### config.mk
export PLATFORM = sky130hd
export DESIGN_NAME = entrada_operandos
export DESIGN_NICKNAME = d
export VERILOG_FILES = /design/src/rtl/entrada_operandos.sv
export SDC_FILE = /design/constraint.sdc
export NUM_CORES = 1
export LEC_CHECK = 0
export ABC_AREA = 1
export CAP_MARGIN = 0
export CELL_PAD_IN_SITES_DETAIL_PLACEMENT = 0
export CELL_PAD_IN_SITES_GLOBAL_PLACEMENT = 2
export CORE_ASPECT_RATIO = 1.4
export CORE_UTILIZATION = 25
export DETAILED_ROUTE_END_ITERATION = 16
export GPL_TIMING_DRIVEN = 0
export PLACE_DENSITY = 0.63
export SLEW_MARGIN = 40
export SYNTH_ARGS = -nofsm -noshare
export SYNTH_HDL_FRONTEND = slang
export SYNTH_SLANG_ARGS = --single-unit
### constraint.sdc
create_clock -name clk -period 2.9 [get_ports clk]
set_input_delay 0.29 -clock clk [delete_from_list [all_inputs] [get_ports clk]]
set_output_delay 0.29 -clock clk [all_outputs]
set_load 0.01 [all_outputs]
### src/rtl/entrada_operandos.sv
// entrada_operandos: operand-entry sequencer feeding the calculator ALU
// Ports:
//   clk, rst          - clock, synchronous active-high reset
//   chaves[3:0]       - raw switches, captured on each confirm
//   botao_confirma    - raw bouncing confirm button (synchronized + debounced)
//   botao_limpa       - raw clear button (synchronized only)
//   num1, num2        - registered operands to ALU
//   operacao          - registered ALU operation (00 none, 01 add, 10 sub, 11 mult)
//   resultado_valido  - high while the ALU result is displayed
//   estado            - current FSM state for status LEDs
module entrada_operandos #(
    parameter int DEBOUNCE_CICLOS = 50000
) (
    input  logic       clk,
    input  logic       rst,
    input  logic [3:0] chaves,
    input  logic       botao_confirma,
    input  logic       botao_limpa,
    output logic [3:0] num1,
    output logic [3:0] num2,
    output logic [1:0] operacao,
    output logic       resultado_valido,
    output logic [1:0] estado
);
    localparam int CW = $clog2(DEBOUNCE_CICLOS) + 1;
    typedef enum logic [1:0] {LE_NUM1 = 2'b00, LE_NUM2 = 2'b01, LE_OP = 2'b10, EXIBE = 2'b11} estado_t;
    estado_t st;
    logic conf_s1, conf_s2, limpa_s1, limpa_s2, estavel, estavel_q;
    logic [CW-1:0] cont;
    logic pulso;
    // one-cycle pulse on the debounced rising edge only
    assign pulso = estavel & ~estavel_q;
    assign estado = st;
    always_ff @(posedge clk) begin
        if (rst) begin
            conf_s1   <= 1'b0;
            conf_s2   <= 1'b0;
            limpa_s1  <= 1'b0;
            limpa_s2  <= 1'b0;
            estavel   <= 1'b0;
            estavel_q <= 1'b0;
            cont      <= '0;
        end else begin
            conf_s1   <= botao_confirma;
            conf_s2   <= conf_s1;
            limpa_s1  <= botao_limpa;
            limpa_s2  <= limpa_s1;
            estavel_q <= estavel;
            // stable value flips only after DEBOUNCE_CICLOS consecutive differing samples
            if (conf_s2 == estavel)
                cont <= '0;
            else if (cont == CW'(DEBOUNCE_CICLOS - 1)) begin
                estavel <= conf_s2;
                cont    <= '0;
            end else
                cont <= cont + CW'(1);
        end
    end
    // clear has priority over a simultaneous confirm pulse
    always_ff @(posedge clk) begin
        if (rst || limpa_s2) begin
            st               <= LE_NUM1;
            num1             <= '0;
            num2             <= '0;
            operacao         <= '0;
            resultado_valido <= 1'b0;
        end else if (pulso) begin
            unique case (st)
                LE_NUM1: begin
                    num1 <= chaves;
                    st   <= LE_NUM2;
                end
                LE_NUM2: begin
                    num2 <= chaves;
                    st   <= LE_OP;
                end
                LE_OP: begin
                    operacao         <= chaves[1:0];
                    resultado_valido <= 1'b1;
                    st               <= EXIBE;
                end
                EXIBE: begin
                    num1             <= '0;
                    num2             <= '0;
                    operacao         <= '0;
                    resultado_valido <= 1'b0;
                    st               <= LE_NUM1;
                end
            endcase
        end
    end
endmodule
After elaboration in Yosys (flattened, before gate mapping)
Index checks and enable logic that the tools add are counted.
{ "op_classes": {"addsub": 1, "mul": 0, "div_mod_pow": 0, "magnitude_cmp": 0, "eq_ne": 5, "shifts": 0, "n_mux": 5, "n_bitwise": 3, "reduce_logical": 10} }
{ "ops": {"columns": ["op", "n"], "rows": [
  ["17-bit by 1-bit adder with 17-bit output, second input constant", 1],
  ["17-bit by 16-bit == test with 1-bit output, second input constant", 1],
  ["4-bit one-hot mux with 2 select lines", 2],
  ["2-bit one-hot mux with 4 select lines", 1],
  ["2-bit AND reduction", 4],
  ["2-bit nonzero test", 3],
  ["2-bit == test, second input constant", 2],
  ["2-bit one-hot mux with 2 select lines", 1],
  ["3-bit OR reduction", 1],
  ["2-bit by 1-bit == test with 1-bit output, second input constant", 1],
  ["2-bit logical NOT", 1],
  ["1-bit inverter", 2],
  ["1-bit one-hot mux with 2 select lines", 1],
  ["1-bit AND", 1],
  ["1-bit == test", 1],
  ["1-bit logical OR", 1]
]} }
{ "word_totals": {"ff_bits": 36, "latchBits": 0, "ramBits": 0, "romBits": 0, "output_inout_bits": 13, "memories": 0} }

Depth between registers and ports, before layout
Gate-level depths: netlist of run 1.
{ "logic_depth": {"word_depth": 3, "ltp_mapped": 8, "mapped_depth_nobuf": 8} }

Least setup slack after synthesis of run 1
OpenSTA, ideal clock, no wires.
{ "synth_path": {"kind": "register to register", "startpoint": "register st[0] (netlist: estado[0])", "endpoint": "register num1[2]", "setup_ns": 0.116, "arrival_ns": 1.155, "t_required_ns": 2.784, "setup_slack_ns": 1.629, "path_stages_with_launch": 7, "n_path_buf": 0, "period_less_slack_ns": 1.271, "path_cell_list": "dfxtp_1 > inv_1 > ha_1 > nor2_4 > inv_1 > nor2_1 > nor2_1"} }
{ "synth_via": {"elab_chain_len": 3, "elab_cells_between_ends": 5} }
{ "synth_rtl": {"columns": ["element", "line", "rtl"], "rows": [
  ["from (decl)", "27", "estado_t st;"],
  ["from (signal assigned)", "62", "st <= LE_NUM1;"],
  ["from (signal assigned)", "71", "st <= LE_NUM2;"],
  ["from (signal assigned)", "75", "st <= LE_OP;"],
  ["2-bit == test or 2-bit logical NOT (tied branches)", "68", "unique case (st)"],
  ["2-bit nonzero test (no source line)", null, null],
  ["2-bit AND reduction (no source line)", null, null],
  ["to (signal assigned)", "70", "num1 <= chaves;"],
  ["to (decl)", "19", "output logic [3:0] num1,"]
]} }
Parallel ways exist; a longest one is shown, timed or not.
A chain may end at the register's enable or synchronous reset.

Final worst setup path of run 1
{ "layout_path": {"startpoint": "register st[1] (netlist: estado[1])", "endpoint": "output estado[1]"} }
{ "layout_rtl": {"columns": ["element", "line", "rtl"], "rows": [
  ["to (decl)", "23", "output logic [1:0] estado"]
]} }
No word-level cell between the ends.

==> reports/metrics.csv, run 1 <==
metric;value;unit
slowest library cell on the worst path;clkdlybuf4s50_1;
Worst Path Max Fanout;4;
Worst Setup End Kind;primary output;
Worst-Skew Late Latency;290;ps
synth warn;0;
Final min period;1530;ps
Die Ht;97.2;µm
number of flops mapped to enable cells by yosys;0;
total gr overflow;0;
Initial Util;26.0;%
DRT antenna net count;0;
critical path's top delay family;buffers and inverters;
htree depth;2;
CTS Sinks;36;
Reg-to-Reg End;cont[12];
Clock transition at path regs;70;ps
share of post-route cells with drive strength above 1;12.7;%
LEAKAGE;0.000703;µW
PostCTS Resize Cnt;0;
reg2reg start;cont[0];
final non-filler cell total;316;
CTS root buffer;clkbuf_8;
Synth Cell Area;1620;µm²
final hold viol count;0;
fin crit share;52.9;%
I/O pins;21;
antenna cells;0;
TritonRoute pass-1 iters;2;
Post-Synthesis Cells;216;
CP arrival;1240;ps
RSZ-0062 raised after global routing;false;
Mean Syn Cell Area;7.49;µm²
number of port buffers;20;
drt total wl;3.62;mm
drt first-iter violations;27;
Setup violations, final;0;
crit path cell chain;clkdlybuf4s50_1;
Via-to-Cell Ratio;4.29;
final worst clock skew;11.9;ps
GRT Resource Usage Total;12.3;%
Core Area;6210;µm²
Hold Crit Start;conf_s1;
status;finished clean;
DRC violations left;0;
post-DP HPWL;2.83;mm
Fillers;694;
largest net degree at the start of global routing;13;
Max Clock Freq;652;MHz
Vias;1357;
first-pass GRT wire length;6.62;mm
Worst slew margin;76.2;%
width of the die;70.0;µm
Worst EP required;2610;ps
hold depth;2;
setup TNS;0;ps
Synth Register Bits;36;
Synth Flop Type;dfxtp_1;
Hold-fix buffers, CTS;0;
cell area power density;481;nW/µm²
postcts setup bufs;0;
post-synth net total;229;
Seq/Total Area, Yosys;44.5;%
critical path startpoint category;flop;
max-cap violation count;0;
ys async rst share;0;%
kind of critical path;reg -> out;
Nets;256;
area growth from synthesis to layout;24.8;%
antenna violations before repair;0;
reg2reg path depth;7;
worst path bufs/invs;1;
Yosys cell types;25;
Std-Cell Rows;34;
reg-to-reg slack, setup;1450;ps
vias in the first global route;1408;
Max Slew Vio Count;0;
Die ar.;6800;µm²
worst hold path class;reg -> reg;
CP peak stage delay;560;ps
Final GP Congestion;0.740;
Worst Max-Slew Pin Slew;356;ps
worst hold path endpoint;conf_s2;
dpl cells;308;
maximum VDD drop;208;µV
clk buf depth;2;
wire per inst;11.5;µm
CTS tree;built;
TritonCTS buffer count;5;
routing by layer:
layer	global-route usage, %	part of all wire (%)	up-vias
li1	-	-	737
met1	12.9	41	596
met2	23.2	54	19
met3	2.59	2.8	5
met4	4.62	1.8	0
met5	0	0	-
cell type report:
class	instances	area, µm²	area share [%]
repair buffers	20	200	9.91
flip-flops and latches	36	721	35.7
plain buffers	1	11.3	0.558
inverters	28	105	5.20
clock inverters	3	42.5	2.11
well taps	72	90.1	4.46
multi-input cells	151	781	38.7
clock buffers	5	68.8	3.41
worst register-to-register path, cell delays in order, from the launching register on:
cell	delay, ps
dfxtp_1	380
ha_1	220
nand3_2	150
inv_2	120
nand3_2	110
nand2_4	150
buf_6	170
nor2_1	50
cells by family (layout without fill, tap and decap cells):
| group | Yosys count | count (layout) | synth area share, % |
|---|---|---|---|
| xor+xnor | 6 | 6 | 3.25 |
| simple gates | 107 | 107 | 29.9 |
| buf+inv | 29 | 57 | 7.19 |
| flops | 36 | 36 | 44.5 |
| compound gates | 33 | 33 | 11.3 |
| fa+ha+maj | 5 | 5 | 3.87 |
cells in the mapped netlist (2+ instances only):
master | n | area (µm²)
inv_1 | 23 | 86.3
ha_1 | 5 | 62.6
a21oi_1 | 13 | 65.1
xor2_1 | 4 | 35.0
nor2_1 | 48 | 180
xnor2_1 | 2 | 17.5
nand2_2 | 4 | 25.0
a211oi_1 | 4 | 30.0
o21ai_1 | 2 | 10.0
o21ai_0 | 12 | 60.1
nand2_1 | 29 | 109
a21oi_2 | 2 | 17.5
or2_2 | 2 | 12.5
inv_2 | 5 | 18.8
nand3_1 | 8 | 40.0
nor3_1 | 2 | 10.0
nand4_1 | 3 | 18.8
dfxtp_1 | 36 | 721
nor2_2 | 5 | 31.3
nand3_2 | 2 | 20.0
worst max path at each step:
stage	start	to	slack, ps	cells past startpoint
floorplan	estado[0]	num1[2]	1630	6
global placement	rst	estado[0]	1070	4
detailed placement	rst	estado[0]	1140	4
CTS	estado[0]	estado[0]	1350	1
global route	cont[0]	cont[8]	1300	7
finish	estado[1]	estado[1]	1370	1
placed cells by master, fill, tap and decap left out, drive strengths merged:
cell / netlist / layout
nor2: 54 / 54
dfxtp: 36 / 36
nand2: 34 / 34
inv: 28 / 28
clkdlybuf4s50: 0 / 20
a21oi: 15 / 15
o21ai: 14 / 14
nand3: 10 / 10
ha: 5 / 5
clkbuf: 0 / 5
xor2: 4 / 4
a211oi: 4 / 4
nand4: 3 / 3
or2: 3 / 3
xnor2: 2 / 2
nor3: 2 / 2
nand3b: 1 / 1
buf: 1 / 1
bufinv: 0 / 1
clkinvlp: 0 / 1
clkinv: 0 / 1
where the power goes:
part	leakage [µW]	total, µW	switching, µW	internal (µW)
Combinational	0.000358	27.1	14.2	12.9
Sequential	0.000291	498	1.07	497
Clock	0.0000541	447	193	255
through the flow:
step,total power (µW),worst slack (ps),hold WS [ps],util (%),cell area [µm²]
4_1_cts,992,1350,410,32.5,2020
2_1_floorplan,522,1630,361,-,1620
3_3_place_gp,538,1070,390,30.7,1910
3_5_place_dp,538,1140,398,30.7,1910
6_report,972,1370,409,32.5,2020
5_1_grt,1010,1300,420,32.5,2020
registers in the layout, indices dropped and copies added, names as in the netlist:
name,cells
cont,17
num1,4
estavel_q,1
limpa_s1,1
estavel,1
operacao,2
conf_s1,1
estado,2
resultado_valido,1
num2,4
limpa_s2,1
conf_s2,1
Power figures use the tool's default switching activity.
==> inputs of run 2 (changes only) <==
==> constraint.sdc (replaced) <==
create_clock -name clk -period 1.55 [get_ports clk]
set_input_delay 0.155 -clock clk [delete_from_list [all_inputs] [get_ports clk]]
set_output_delay 0.155 -clock clk [all_outputs]
set_load 0.01 [all_outputs]
==> reports/metrics.csv, run 2 (synthesis results as in run 1) <==
metric;value;unit;change
status;finished clean;;unchanged
most frequent cells in the layout;nor2_1, dfxtp_1, nand2_1;;unchanged
CTS Sinks;36;;unchanged
Worst EP required;1730;ps;was 2610 ps
Worst-Skew Late Latency;290;ps;about the same
CP arrival;1580;ps;was 1240 ps
reg-to-reg slack, setup;150;ps;was 1450 ps
Max Slew Vio Count;0;;unchanged
DP Worst Slack;-79.9;ps;was 1140 ps
CTS root buffer;clkbuf_8;;unchanged
Final Instance Area;2030;µm²;was 2020 µm²
Worst slew margin;76.2;%;about the same
max reg flops;17;;unchanged
total power;1820;µW;was 972 µW
final hold viol count;0;;unchanged
TritonCTS buffer count;5;;unchanged
Die ar.;6800;µm²;unchanged
critical path startpoint category;flop;;unchanged
CP most frequent cell;nand3_2;;
Largest Register;cont;;unchanged
Initial Util;26.0;%;unchanged
worst path bufs/invs;2;;was 1
max-cap violation count;0;;unchanged
final non-filler cell total;316;;unchanged
final worst slack;149;ps;was 1370 ps
postcts setup bufs;0;;unchanged
Clock transition at path regs;80;ps;was 70 ps
TritonRoute pass-1 iters;2;;unchanged
Multi-input gate area;787;µm²;was 781 µm²
post-DP HPWL;2.83;mm;unchanged
share of post-route cells with drive strength above 1;13.9;%;was 12.7%
Top Registers;cont (17), num1 (4), num2 (4);;unchanged
number of port buffers;20;;unchanged
crit path cell chain;ha_2 -> nand3_2 -> inv_2 -> nand3_2 -> nand2_4 -> buf_6 -> nor2_1;;was clkdlybuf4s50_1
antenna violations before repair;0;;unchanged
slowest library cell on the worst path;dfxtp_1;;was clkdlybuf4s50_1
Final min period;1400;ps;
kind of critical path;reg -> reg;;was reg -> out
Setup violations, final;0;;unchanged
worst hold path class;in -> reg;;was reg -> reg
GRT Resource Usage Total;12.3;%;unchanged
first-pass GRT wire length;6.62;mm;unchanged
LEAKAGE;0.000700;µW;was 0.000703 µW
drt first-iter violations;27;;unchanged
vias in the first global route;1408;;unchanged
I/O pins;21;;unchanged
cell area power density;898;nW/µm²;was 481 nW/µm²
Reg area;722;µm²;was 721 µm²
drt total wl;3.63;mm;was 3.62 mm
htree depth;2;;unchanged
Worst Max-Slew Pin Slew;357;ps;was 356 ps
antenna cells;0;;unchanged
total gr overflow;0;;unchanged
CP peak stage delay;360;ps;was 560 ps
Via-to-Cell Ratio;4.30;;was 4.29
CTS tree;built;;unchanged
Final GP Congestion;0.740;;unchanged
placed inst area;1910;µm²;unchanged
Nets;256;;unchanged
critical path's top delay family;simple AND/OR/NAND/NOR gates;;was buffers and inverters
dpl cells;308;;unchanged
Std-Cell Rows;34;;unchanged
most common cell after layout, fill and taps aside;nor2_1;;unchanged
final worst clock skew;11.9;ps;about the same
wire per inst;11.5;µm;about the same
Max Clock Freq;714;MHz;
Die Ht;97.2;µm;unchanged
Core Area;6210;µm²;unchanged
Fillers;693;;was 694
maximum VDD drop;390;µV;was 208 µV
fin crit share;90.4;%;
width of the die;70.0;µm;unchanged
area growth from synthesis to layout;25.3;%;was 24.8%
Worst Path Max Fanout;10;;was 4
DRT antenna net count;0;;unchanged
DRC violations left;0;;unchanged
largest net degree at the start of global routing;13;;unchanged
RSZ-0062 raised after global routing;false;;unchanged
clk buf depth;2;;unchanged
Vias;1358;;was 1357
Worst Setup End Kind;flop;;was primary output
==> run 2: where the power goes <==
group,internal [µW],switching [µW]
clock,476,361
sequential,930,2.02
combinational,24.2,26.6
total,1430,389
==> run 2: worst paths after layout <==
kind | startpoint | cells past startpoint | end
worst min-delay path | botao_confirma | 3 | conf_s1
worst min register to register | conf_s1 | 2 | conf_s2
worst max-delay path | cont[1] | 7 | cont[12]
worst max register to register | cont[1] | 7 | cont[12]
==> run 2: routing by layer <==
layer  vias up  GRT usage (%)  wire length, µm
li1        738              -                -
met1       596           12.9             1500
met2        19           23.2             1960
met3         5           2.59              100
met4         0           4.62               65
met5         -              0                0
==> run 2: timing repair <==
action / in CTS / in global routing
setup endpoints to repair: 0 / 12
gates resized for setup: 0 / 3
endpoints found under the hold margin: 0 / 0
hold buffers: 0 / 0
==> run 2: area by class of cell <==
cell class	count	share of cell area (%)
inverters	28	5.19
plain buffers	1	0.556
multi-input cells	151	38.8
well taps	72	4.44
clock inverters	3	2.10
flip-flops and latches	36	35.6
clock buffers	5	3.40
repair buffers	20	9.88
==> run 2: worst reg2reg max path, delay by kind of cell (launching register included) <==
kind	cells	cell delay, ps
AND/OR/NAND/NOR	4	450
buffers and inverters	2	290
flip-flops	1	360
adder cells (fa/ha/maj)	1	210
==> run 2: metrics by stage <==
stage	util (%)	TNS [ps]	hold slack (ps)
global placement	30.7	-309	390
floorplan	-	0	226
finish	32.6	0	379
CTS	32.5	0	370
detailed placement	30.7	-154	398
global route	32.6	0	391
